`config.mk`:
```
export PLATFORM = sky130hd
export DESIGN_NAME = ssled_scan_ctrl_flat
export DESIGN_NICKNAME = d
export VERILOG_FILES = /design/src/rtl/ssled_scan_if.sv /design/src/rtl/ssled_scan_ctrl.sv /design/src/flat_wrapper.sv
export SDC_FILE = /design/constraint.sdc
export NUM_CORES = 1
export LEC_CHECK = 0
export CAP_MARGIN = 20
export CORE_MARGIN = 4
export CORE_UTILIZATION = 40
export CTS_BUF_LIST = sky130_fd_sc_hd__clkbuf_4
export CTS_CLUSTER_DIAMETER = 120
export DETAILED_ROUTE_END_ITERATION = 8
export DONT_BUFFER_PORTS = 1
export PLACE_DENSITY = 0.53
export SLEW_MARGIN = 20
export SYNTH_ARGS = -nofsm -noshare
export SYNTH_HDL_FRONTEND = slang
export SYNTH_SLANG_ARGS = --single-unit
```
`constraint.sdc`:
```
create_clock -name clk -period 3 [get_ports clk]
set_input_delay 0.45 -clock clk [delete_from_list [all_inputs] [get_ports clk]]
set_output_delay 0.45 -clock clk [all_outputs]
set_load 0.1 [all_outputs]
```
`src/rtl/ssled_scan_if.sv`:
```
// Display-load and scan-output bundle for the seven-segment scan controller.
// Defining SSLED_SCAN_BLINK_EN adds the live blink_mask input.
interface ssled_scan_if #(
    parameter int unsigned NDIG = 4
);
    logic                en;
    logic                ld_valid;
    logic                ld_ready;
    logic [4*NDIG-1:0]   ld_data;
    logic [NDIG-1:0]     ld_blank;
    logic [3:0]          dec_x;
    logic [NDIG-1:0]     dig_n;
    logic                frame_tick;
`ifdef SSLED_SCAN_BLINK_EN
    logic [NDIG-1:0]     blink_mask;

    modport master (
        output en, ld_valid, ld_data, ld_blank, blink_mask,
        input  ld_ready, dec_x, dig_n, frame_tick
    );

    modport slave (
        input  en, ld_valid, ld_data, ld_blank, blink_mask,
        output ld_ready, dec_x, dig_n, frame_tick
    );
`else
    modport master (
        output en, ld_valid, ld_data, ld_blank,
        input  ld_ready, dec_x, dig_n, frame_tick
    );

    modport slave (
        input  en, ld_valid, ld_data, ld_blank,
        output ld_ready, dec_x, dig_n, frame_tick
    );
`endif
endinterface

```
`src/rtl/ssled_scan_ctrl.sv`:
```
// Multiplexed seven-segment scan controller: one shared decoder, guard-blanked slots,
// frame-synchronous display loads. Optional blink feature: SSLED_SCAN_BLINK_EN.
module ssled_scan_ctrl #(
    parameter int unsigned NDIG      = 4,
    parameter int unsigned DIV       = 50000,
    parameter int unsigned BLANK_CYC = 2
`ifdef SSLED_SCAN_BLINK_EN
    ,parameter int unsigned BLINK_FRAMES = 32
`endif
) (
    input  logic        clk,
    input  logic        rst_n,
    ssled_scan_if.slave bus
);

    localparam int unsigned CNT_W      = (DIV > 1) ? $clog2(DIV) : 1;
    localparam int unsigned IDX_W      = (NDIG > 1) ? $clog2(NDIG) : 1;
    localparam int unsigned GUARD_LAST = (BLANK_CYC > 0) ? BLANK_CYC - 1 : 0;

    localparam logic [CNT_W-1:0] CNT_LAST   = CNT_W'(DIV - 1);
    localparam logic [CNT_W-1:0] CNT_GLAST  = CNT_W'(GUARD_LAST);
    localparam logic [IDX_W-1:0] IDX_LAST   = IDX_W'(NDIG - 1);

    localparam logic [1:0] ST_IDLE  = 2'd0;
    localparam logic [1:0] ST_GUARD = 2'd1;
    localparam logic [1:0] ST_DRIVE = 2'd2;
    // Slot entry state: skip the guard entirely when no blanking is configured
    localparam logic [1:0] ST_SLOT  = (BLANK_CYC > 0) ? ST_GUARD : ST_DRIVE;

`ifdef SSLED_SCAN_BLINK_EN
    localparam int unsigned FR_W = (BLINK_FRAMES > 1) ? $clog2(BLINK_FRAMES) : 1;
    localparam logic [FR_W-1:0] FR_LAST = FR_W'(BLINK_FRAMES - 1);
`endif

    logic [1:0]            state_q,        state_d;
    logic [IDX_W-1:0]      idx_q,          idx_d;
    logic [CNT_W-1:0]      cnt_q,          cnt_d;
    logic [NDIG-1:0][3:0]  shadow_code_q,  shadow_code_d;
    logic [NDIG-1:0]       shadow_blank_q, shadow_blank_d;
    logic [NDIG-1:0][3:0]  pend_code_q,    pend_code_d;
    logic [NDIG-1:0]       pend_blank_q,   pend_blank_d;
    logic                  pend_valid_q,   pend_valid_d;
    logic                  ld_ready_q,     ld_ready_d;
    logic [3:0]            dec_x_q,        dec_x_d;
    logic [NDIG-1:0]       dig_n_q,        dig_n_d;
    logic                  frame_tick_q,   frame_tick_d;
    logic [NDIG-1:0]       blank_eff;
    logic                  accept;

`ifdef SSLED_SCAN_BLINK_EN
    logic [FR_W-1:0]       fcnt_q,  fcnt_d;
    logic                  phase_q, phase_d;
`endif

    assign accept = bus.ld_valid & ld_ready_q;

    // Next-state, load routing and output pre-computation
    always_comb begin
        state_d        = state_q;
        idx_d          = idx_q;
        cnt_d          = cnt_q;
        shadow_code_d  = shadow_code_q;
        shadow_blank_d = shadow_blank_q;
        pend_code_d    = pend_code_q;
        pend_blank_d   = pend_blank_q;
        pend_valid_d   = pend_valid_q;
        ld_ready_d     = ld_ready_q;
        frame_tick_d   = 1'b0;
        dec_x_d        = 4'h0;
        dig_n_d        = '1;
        blank_eff      = '1;
`ifdef SSLED_SCAN_BLINK_EN
        fcnt_d         = fcnt_q;
        phase_d        = phase_q;
`endif

        if (!bus.en) begin
            state_d = ST_IDLE;
            idx_d   = '0;
            cnt_d   = '0;
            if (pend_valid_q) begin
                shadow_code_d  = pend_code_q;
                shadow_blank_d = pend_blank_q;
                pend_valid_d   = 1'b0;
            end
            if (accept) begin
                shadow_code_d  = bus.ld_data;
                shadow_blank_d = bus.ld_blank;
            end
            ld_ready_d = 1'b1;
        end else begin
            case (state_q)
                ST_IDLE: begin
                    if (accept) begin
                        shadow_code_d  = bus.ld_data;
                        shadow_blank_d = bus.ld_blank;
                    end
                    state_d = ST_SLOT;
                    idx_d   = '0;
                    cnt_d   = '0;
                end
                ST_GUARD: begin
                    cnt_d = cnt_q + CNT_W'(1);
                    if (cnt_q == CNT_GLAST) begin
                        state_d = ST_DRIVE;
                    end
                end
                ST_DRIVE: begin
                    if (cnt_q == CNT_LAST) begin
                        cnt_d   = '0;
                        state_d = ST_SLOT;
                        idx_d   = (idx_q == IDX_LAST) ? '0 : idx_q + IDX_W'(1);
                        if (idx_q == IDX_LAST) begin
                            frame_tick_d = 1'b1;
                            // Only a load committed before this cycle is applied here
                            if (pend_valid_q) begin
                                shadow_code_d  = pend_code_q;
                                shadow_blank_d = pend_blank_q;
                                pend_valid_d   = 1'b0;
                                ld_ready_d     = 1'b1;
                            end
                        end
                    end else begin
                        cnt_d = cnt_q + CNT_W'(1);
                    end
                end
                default: begin
                    state_d = ST_IDLE;
                    idx_d   = '0;
                    cnt_d   = '0;
                end
            endcase

            if ((state_q == ST_GUARD || state_q == ST_DRIVE) && accept) begin
                pend_code_d  = bus.ld_data;
                pend_blank_d = bus.ld_blank;
                pend_valid_d = 1'b1;
                ld_ready_d   = 1'b0;
            end
        end

`ifdef SSLED_SCAN_BLINK_EN
        if (frame_tick_d) begin
            if (fcnt_q == FR_LAST) begin
                fcnt_d  = '0;
                phase_d = ~phase_q;
            end else begin
                fcnt_d = fcnt_q + FR_W'(1);
            end
        end
        blank_eff = shadow_blank_d | (phase_d ? bus.blink_mask : '0);
`else
        blank_eff = shadow_blank_d;
`endif

        // Outputs are aligned with the state they describe
        if (state_d != ST_IDLE) begin
            dec_x_d = shadow_code_d[idx_d];
        end
        if (state_d == ST_DRIVE && !blank_eff[idx_d]) begin
            dig_n_d[idx_d] = 1'b0;
        end
    end

    always_ff @(posedge clk) begin
        if (!rst_n) begin
            state_q        <= ST_IDLE;
            idx_q          <= '0;
            cnt_q          <= '0;
            shadow_code_q  <= '0;
            shadow_blank_q <= '1;
            pend_code_q    <= '0;
            pend_blank_q   <= '0;
            pend_valid_q   <= 1'b0;
            ld_ready_q     <= 1'b1;
            dec_x_q        <= 4'h0;
            dig_n_q        <= '1;
            frame_tick_q   <= 1'b0;
        end else begin
            state_q        <= state_d;
            idx_q          <= idx_d;
            cnt_q          <= cnt_d;
            shadow_code_q  <= shadow_code_d;
            shadow_blank_q <= shadow_blank_d;
            pend_code_q    <= pend_code_d;
            pend_blank_q   <= pend_blank_d;
            pend_valid_q   <= pend_valid_d;
            ld_ready_q     <= ld_ready_d;
            dec_x_q        <= dec_x_d;
            dig_n_q        <= dig_n_d;
            frame_tick_q   <= frame_tick_d;
        end
    end

`ifdef SSLED_SCAN_BLINK_EN
    always_ff @(posedge clk) begin
        if (!rst_n) begin
            fcnt_q  <= '0;
            phase_q <= 1'b0;
        end else begin
            fcnt_q  <= fcnt_d;
            phase_q <= phase_d;
        end
    end
`endif

    assign bus.ld_ready   = ld_ready_q;
    assign bus.dec_x      = dec_x_q;
    assign bus.dig_n      = dig_n_q;
    assign bus.frame_tick = frame_tick_q;

endmodule

```
`src/flat_wrapper.sv`:
```
// flat-port wrapper written by rule: the top's interface ports become plain ports
module ssled_scan_ctrl_flat 
#(
    parameter int unsigned NDIG      = 4,
    parameter int unsigned DIV       = 50000,
    parameter int unsigned BLANK_CYC = 2

)
  (clk, rst_n, bus_en, bus_ld_valid, bus_ld_data, bus_ld_blank, bus_ld_ready, bus_dec_x, bus_dig_n, bus_frame_tick);
  ssled_scan_if #(.NDIG(NDIG)) bus_i ();
  input  logic clk;
  input  logic rst_n;
  input wire logic [$bits(bus_i.en)-1:0] bus_en;
  input wire logic [$bits(bus_i.ld_valid)-1:0] bus_ld_valid;
  input wire logic [$bits(bus_i.ld_data)-1:0] bus_ld_data;
  input wire logic [$bits(bus_i.ld_blank)-1:0] bus_ld_blank;
  output wire logic [$bits(bus_i.ld_ready)-1:0] bus_ld_ready;
  output wire logic [$bits(bus_i.dec_x)-1:0] bus_dec_x;
  output wire logic [$bits(bus_i.dig_n)-1:0] bus_dig_n;
  output wire logic [$bits(bus_i.frame_tick)-1:0] bus_frame_tick;
  assign bus_i.en = bus_en;
  assign bus_i.ld_valid = bus_ld_valid;
  assign bus_i.ld_data = bus_ld_data;
  assign bus_i.ld_blank = bus_ld_blank;
  assign bus_ld_ready = bus_i.ld_ready;
  assign bus_dec_x = bus_i.dec_x;
  assign bus_dig_n = bus_i.dig_n;
  assign bus_frame_tick = bus_i.frame_tick;
  ssled_scan_ctrl #(.NDIG(NDIG), .DIV(DIV), .BLANK_CYC(BLANK_CYC)) u_core (.clk(clk), .rst_n(rst_n), .bus(bus_i));
endmodule
```
---- Word level (Yosys, flattened, before mapping) ----
Cells that the tools add are included.
storage, ports and cells
  register bits after elaboration ......... 71
  input port bits ......................... 24
  word-level logic and storage cells ...... 88
operators by class
  $add $sub $neg .......................... 2
  multiplexer cells ....................... 40
  reductions and logical operators ........ 18
  equal/unequal tests ..................... 6
  order comparisons ....................... 2
  bitwise gates (word level) .............. 2
operators by type and width
  operator               number
  $mux 16                7
  $pmux 16 s2            2
  $mux 4                 7
  $add 16x1->16 const B  1
  $eq 16x1->1 const B    1
  $eq 16x16->1 const B   1
  $mux 1                 12
  $mux 2                 6
  $reduce_bool 2->1      5
  $bmux 4 s2             1
  $pmux 4 s2             1
  $reduce_and 2->1       4
  $reduce_and 4->1       2
  $eq 2x2->1 const B     3
  $pmux 2 s3             1
  $not 4->4              1
  $pmux 2 s2             1
  $logic_and 1x1->1      3
  $lt 2x3->1 const B     1
  $reduce_and 3->1       1
  $add 2x1->2 const B    1
  $bmux 1 s2             1
  $demux 1 s2            1
  $eq 2x1->1 const B     1
  5 further kinds        5

---- Longest topological paths before layout ----
  depth in word-level cells ............... 10
  mapped depth ............................ 10
  gate-level depth less buffers ........... 8

---- Worst setup path before layout ----
Ideal clock, no wire load.
  kind .................................... reg2reg
  start point ............................. register u_core.idx_q[0]
  end point ............................... register u_core.dec_x_q[0], in the netlist u_core.bus.dec_x[0]
  buffers on the path ..................... 0
  clock period less this slack ............ 2.635 ns
  slack ................................... 0.365 ns
  setup time .............................. 0.120 ns
  arrival ................................. 2.516 ns
  stages on the path, launching flop included .. 8
  cell sequence ........................... dfxtp_1 > ha_1 > or4b_1 > nor4_4 > mux2_2 > a222oi_1 > a221oi_2 > o31a_1
between the ends
  longest elaborated chain between the ends .. 7
RTL lines
  what                                       RTL line                                        text
  from (decl)                                ssled_scan_ctrl.sv:36                           logic [IDX_W-1:0] idx_q, idx_d;
  from (signal assigned)                     ssled_scan_ctrl.sv:181                          idx_q <= idx_d;
  $add 2x1->2 or $eq 2x2->1 (tied branches)  ssled_scan_ctrl.sv:112, ssled_scan_ctrl.sv:113
  $mux 2 or $mux 16 (tied branches)          ssled_scan_ctrl.sv:112, ssled_scan_ctrl.sv:113
  $mux 2 or $mux 16 (tied branches)          ssled_scan_ctrl.sv:109                          if (cnt_q == CNT_LAST) begin
  $pmux 2 s2 or $pmux 16 s2 (tied branches)  ssled_scan_ctrl.sv:92                           case (state_q)
  $mux 2 or $mux 16 (tied branches)          ssled_scan_ctrl.sv:77                           if (!bus.en) begin
  $bmux 4 s2 (*)                             ssled_scan_ctrl.sv:158                          dec_x_d = shadow_code_d[idx_d];
  $mux 4 (not written as such) (*)           ssled_scan_ctrl.sv:158
  to (signal assigned)                       ssled_scan_ctrl.sv:176                          dec_x_q <= 4'h0;
  to (signal assigned)                       ssled_scan_ctrl.sv:189                          dec_x_q <= dec_x_d;
  to (decl)                                  ssled_scan_ctrl.sv:44                           logic [3:0] dec_x_q, dec_x_d;
Every way passes the cells marked *; elsewhere a longest branch is shown, timed or not. The select of a mux whose other input is x is not followed.
A chain may end at the register's enable or synchronous reset.

---- Worst setup path after layout ----
  start point ............................. register u_core.idx_q[0]
  end point ............................... register u_core.dec_x_q[1], in the netlist u_core.bus.dec_x[1]
The elaborated chain is that of the path after synthesis.

==> impl_metrics.env <==
export IMPL_pwr_share_comb_pct=11.6
export IMPL_slowest_delay_ns=0.51
export IMPL_synthFlopType="dfxtp_1"
export IMPL_synth_area_leaders="dfxtp_1, nand2_1, mux2i_1"
export IMPL_grt_pass1_vias=3924
export IMPL_vdd_ir_drop_max_mv=0.341
export IMPL_drc=0
export IMPL_finalWirelength_um=13100
export IMPL_antenna_left=0
export IMPL_min_path_type="in2reg"
export IMPL_std_cell_rows=37
export IMPL_netlist_area_leader_share_pct=33.0
export IMPL_synth_edff_count=0
export IMPL_cts_num_sinks=71
export IMPL_p_seq_share_pct=47.7
export IMPL_cts_max_path_buffers=2
export IMPL_yosys_cell_types_count=62
export IMPL_drt_iter0_drc=321
export IMPL_dr_pass1_iters=5
export IMPL_clock_latency_ns=0.46
export IMPL_hp_start="rst_n"
export IMPL_die_w_um=112
export IMPL_endpoint_kind="flip-flop"
export IMPL_die_h_um=112
export IMPL_grt_pass1_wl_um=21400
export IMPL_start_util_pct=41.4
export IMPL_antenna_found_initial=0
export IMPL_critical_path_slowest_cell="or4b_1"
export IMPL_p_leak_nw=1.61
export IMPL_cts_htree_levels=3
export IMPL_max_cap_violations=0
export IMPL_min_period_over_period_pct=96.0
export IMPL_cts_hold_buf=0
export IMPL_core_area_um2=10400
export IMPL_track_usage_pct=21.4
export IMPL_port_buffers=0
export IMPL_avgSynthCellArea_um2=7.77
export IMPL_reg2reg_from="u_core.idx_q[0]$_SDFF_PN0_"
export IMPL_path_cells="ha_1 -> or4b_1 -> nor4_4 -> buf_4 -> mux2_2 -> a222oi_1 -> a221oi_2 -> o31a_1"
export IMPL_yosys_warnings=0
export IMPL_drive_gt1_share_pct=12.6
export IMPL_r2r_slack_ns=0.12
export IMPL_setup_viol=0
export IMPL_avgViaCountPerCell=5.86
export IMPL_reg2reg_depth=8
export IMPL_synthCells=555
export IMPL_die_area_um2=12500
export IMPL_cp_required_ns=3.35
export IMPL_finish_utilization_pct=44.9
export IMPL_p_sw_mw=0.567
export IMPL_dp_final_hpwl_um=9140
export IMPL_use_met3_pct=4.46
export IMPL_worstSetupPathType="reg2reg"
export IMPL_synth_commonest_cells="nand2_1, dfxtp_1, nor2_1"
export IMPL_use_met2_pct=33.4
export IMPL_synth_seq_cells=71
export IMPL_fin_setup_tns_ns=0
export IMPL_routabilityCongestion=0.847
export IMPL_r2r_end="u_core.bus.dec_x[1]$_SDFF_PN0_"
export IMPL_worst_pin_slew_ns=0.976
export IMPL_cts_buffers=9
export IMPL_rsz0062_at_grt="false"
export IMPL_grt_ovfl_total=0
export IMPL_period_needed_ns=2.88
export IMPL_power_density_nw_per_um2=459
export IMPL_synth_top_cell_by_area="dfxtp_1"
export IMPL_drv_slew=0
export IMPL_min_to="u_core.shadow_blank_q[2]$_SDFF_PN1_"
export IMPL_ys_seq_area_share_pct=33.0
export IMPL_outcome="completed"
export IMPL_synth_nets=586
export IMPL_clkTransAtPathRegs_ns=0.13
export IMPL_avgRoutedWirePerCell_um=18.9
export IMPL_path_max_fanout=6
export IMPL_intPower_mw=1.58
export IMPL_clock_power_share_pct=40.7
export IMPL_syn_area_um2=4310
export IMPL_cp_start_kind="flip-flop"
export IMPL_hold_ws_ns=0.0573
export IMPL_fin_skew_ns=0.0246
export IMPL_grt_busiest_layer="met2"
export IMPL_yosysMostFrequentCell="nand2_1"
export IMPL_switching_share_pct=26.4
export IMPL_grt_max_degree=44
export IMPL_hold_viol_final=0
export IMPL_synthArstFlopShare_pct=0
export IMPL_min_path_cells=1
export IMPL_io_pins=34
export IMPL_use_met1_pct=28.7
export IMPL_cp_arrival_ns=3.23
export IMPL_final_nets=581
export IMPL_diodes=0
export IMPL_cts_root_buf="clkbuf_4"
export IMPL_relSlewSlack_pct=34.8
export IMPL_cts_tree="built"
export IMPL_area_growth_pct=8.50
export IMPL_clock_fmax_mhz=347
export IMPL_vias=4042
timing repair:
item | CTS | global route
resized for setup | 0 | 1
endpoints found under the setup margin | 0 | 3
setup buffers | 0 | 2
cells in the final DEF (no fill, tap or decap), types with 3 or more instances in the layout:
cell type / synthesis / routed
ha_1: 7 / 7
a211oi_1: 11 / 11
o21ai_0: 22 / 22
nor2_1: 53 / 53
o31ai_1: 3 / 3
clkbuf_4: 0 / 9
and3_1: 8 / 8
nor4_1: 4 / 4
dfxtp_1: 71 / 70
a21boi_0: 3 / 3
a21oi_1: 45 / 45
mux2i_1: 26 / 26
nand4_1: 13 / 13
mux2_2: 14 / 14
o2111ai_1: 3 / 3
bufinv_16: 0 / 4
nand3_1: 17 / 17
xor2_1: 3 / 3
a22oi_1: 7 / 7
xnor2_1: 11 / 11
and2_1: 7 / 7
inv_1: 9 / 9
a21o_1: 4 / 4
nand2_1: 104 / 104
o211ai_1: 12 / 12
o21a_1: 4 / 4
a31oi_1: 6 / 6
buf_4: 4 / 21
nor3_1: 8 / 8
critical path: cells and delay by family, from the launching register on:
| family | cells | cell delay (ns) |
|---|---|---|
| muxes | 1 | 0.34 |
| and+or+nand+nor | 2 | 0.74 |
| DFF | 1 | 0.44 |
| AOI/OAI and AO/OA | 3 | 0.86 |
| buffers and inverters | 1 | 0.19 |
| adders and majority gates | 1 | 0.20 |
flip-flops by register name (all words and copies together) (netlist names):
signal and count:
u_core.pend_code_q 16, u_core.bus.ld_ready 1, u_core.shadow_blank_q 4, u_core.state_q 2, u_core.shadow_code_q 16, u_core.pend_blank_q 4, u_core.bus.dec_x 4, u_core.cnt_q 16
u_core.pend_valid_q 1, u_core.idx_q 2, u_core.bus.frame_tick 1, u_core.bus.dig_n 4
cell type report:
class | instances | area (um2)
clock buffers | 9 | 67.6
clock inverters | 6 | 134
fillers | 1060 | 5740
inverters | 10 | 37.5
multi-input cells | 437 | 2690
flip-flops and latches | 71 | 1420
well taps | 136 | 170
repair buffers | 21 | 158
metal layers:
| layer | vias to the layer above | share of wire (%) | wire (um) |
|---|---|---|---|
| met5 | - | 0 | 0 |
| met4 | 0 | 2.4 | 316 |
| met3 | 24 | 5.0 | 648 |
| met2 | 126 | 47 | 6070 |
| met1 | 1902 | 46 | 6020 |
| li1 | 1990 | - | - |
power by group through the flow:
stage | Clock [mW] | Sequential [mW] | Combinational (mW)
detailed placement | 0 | 1.05 | 0.246
CTS | 0.897 | 1.02 | 0.247
global placement | 0 | 1.04 | 0.242
floorplan | 0 | 1.04 | 0.197
finish | 0.873 | 1.02 | 0.249
global route | 0.946 | 1.03 | 0.277
worst max path at each step:
stage                     slack [ns]                        from                        endpoint
final                           0.12  u_core.idx_q[0]$_SDFF_PN0_  u_core.bus.dec_x[1]$_SDFF_PN0_
after global routing            0.01  u_core.idx_q[0]$_SDFF_PN0_  u_core.bus.dec_x[0]$_SDFF_PN0_
after CTS                       0.08  u_core.idx_q[0]$_SDFF_PN0_  u_core.bus.dec_x[1]$_SDFF_PN0_
after detailed placement        0.11  u_core.idx_q[0]$_SDFF_PN0_  u_core.bus.dec_x[0]$_SDFF_PN0_
after global placement          0.17  u_core.idx_q[0]$_SDFF_PN0_  u_core.bus.dec_x[1]$_SDFF_PN0_
after floorplan                 0.36  u_core.idx_q[0]$_SDFF_PN0_  u_core.bus.dec_x[0]$_SDFF_PN0_
cells by family after synthesis:
kind of cell               share of synthesized area, %
buffers and inverters                              4.79
adders and majority gates                          2.03
and+or+nand+nor                                    25.2
AOI/OAI and AO/OA                                  22.5
muxes                                              9.69
xor gates and xnor gates                           2.84
DFF                                                33.0
per-stage QoR:
step | worst slack [ns] | cell area, um2 | power, mW | cells
final | 0.120 | 4680 | 2.15 | 690
after detailed placement | 0.112 | 4460 | 1.29 | 673
after CTS | 0.0802 | 4660 | 2.17 | 688
after global routing | 0.0140 | 4680 | 2.25 | 690
after global placement | 0.166 | 4460 | 1.29 | 673
after floorplan | 0.365 | 4310 | 1.24 | 555
Power figures use the tool's default switching activity.
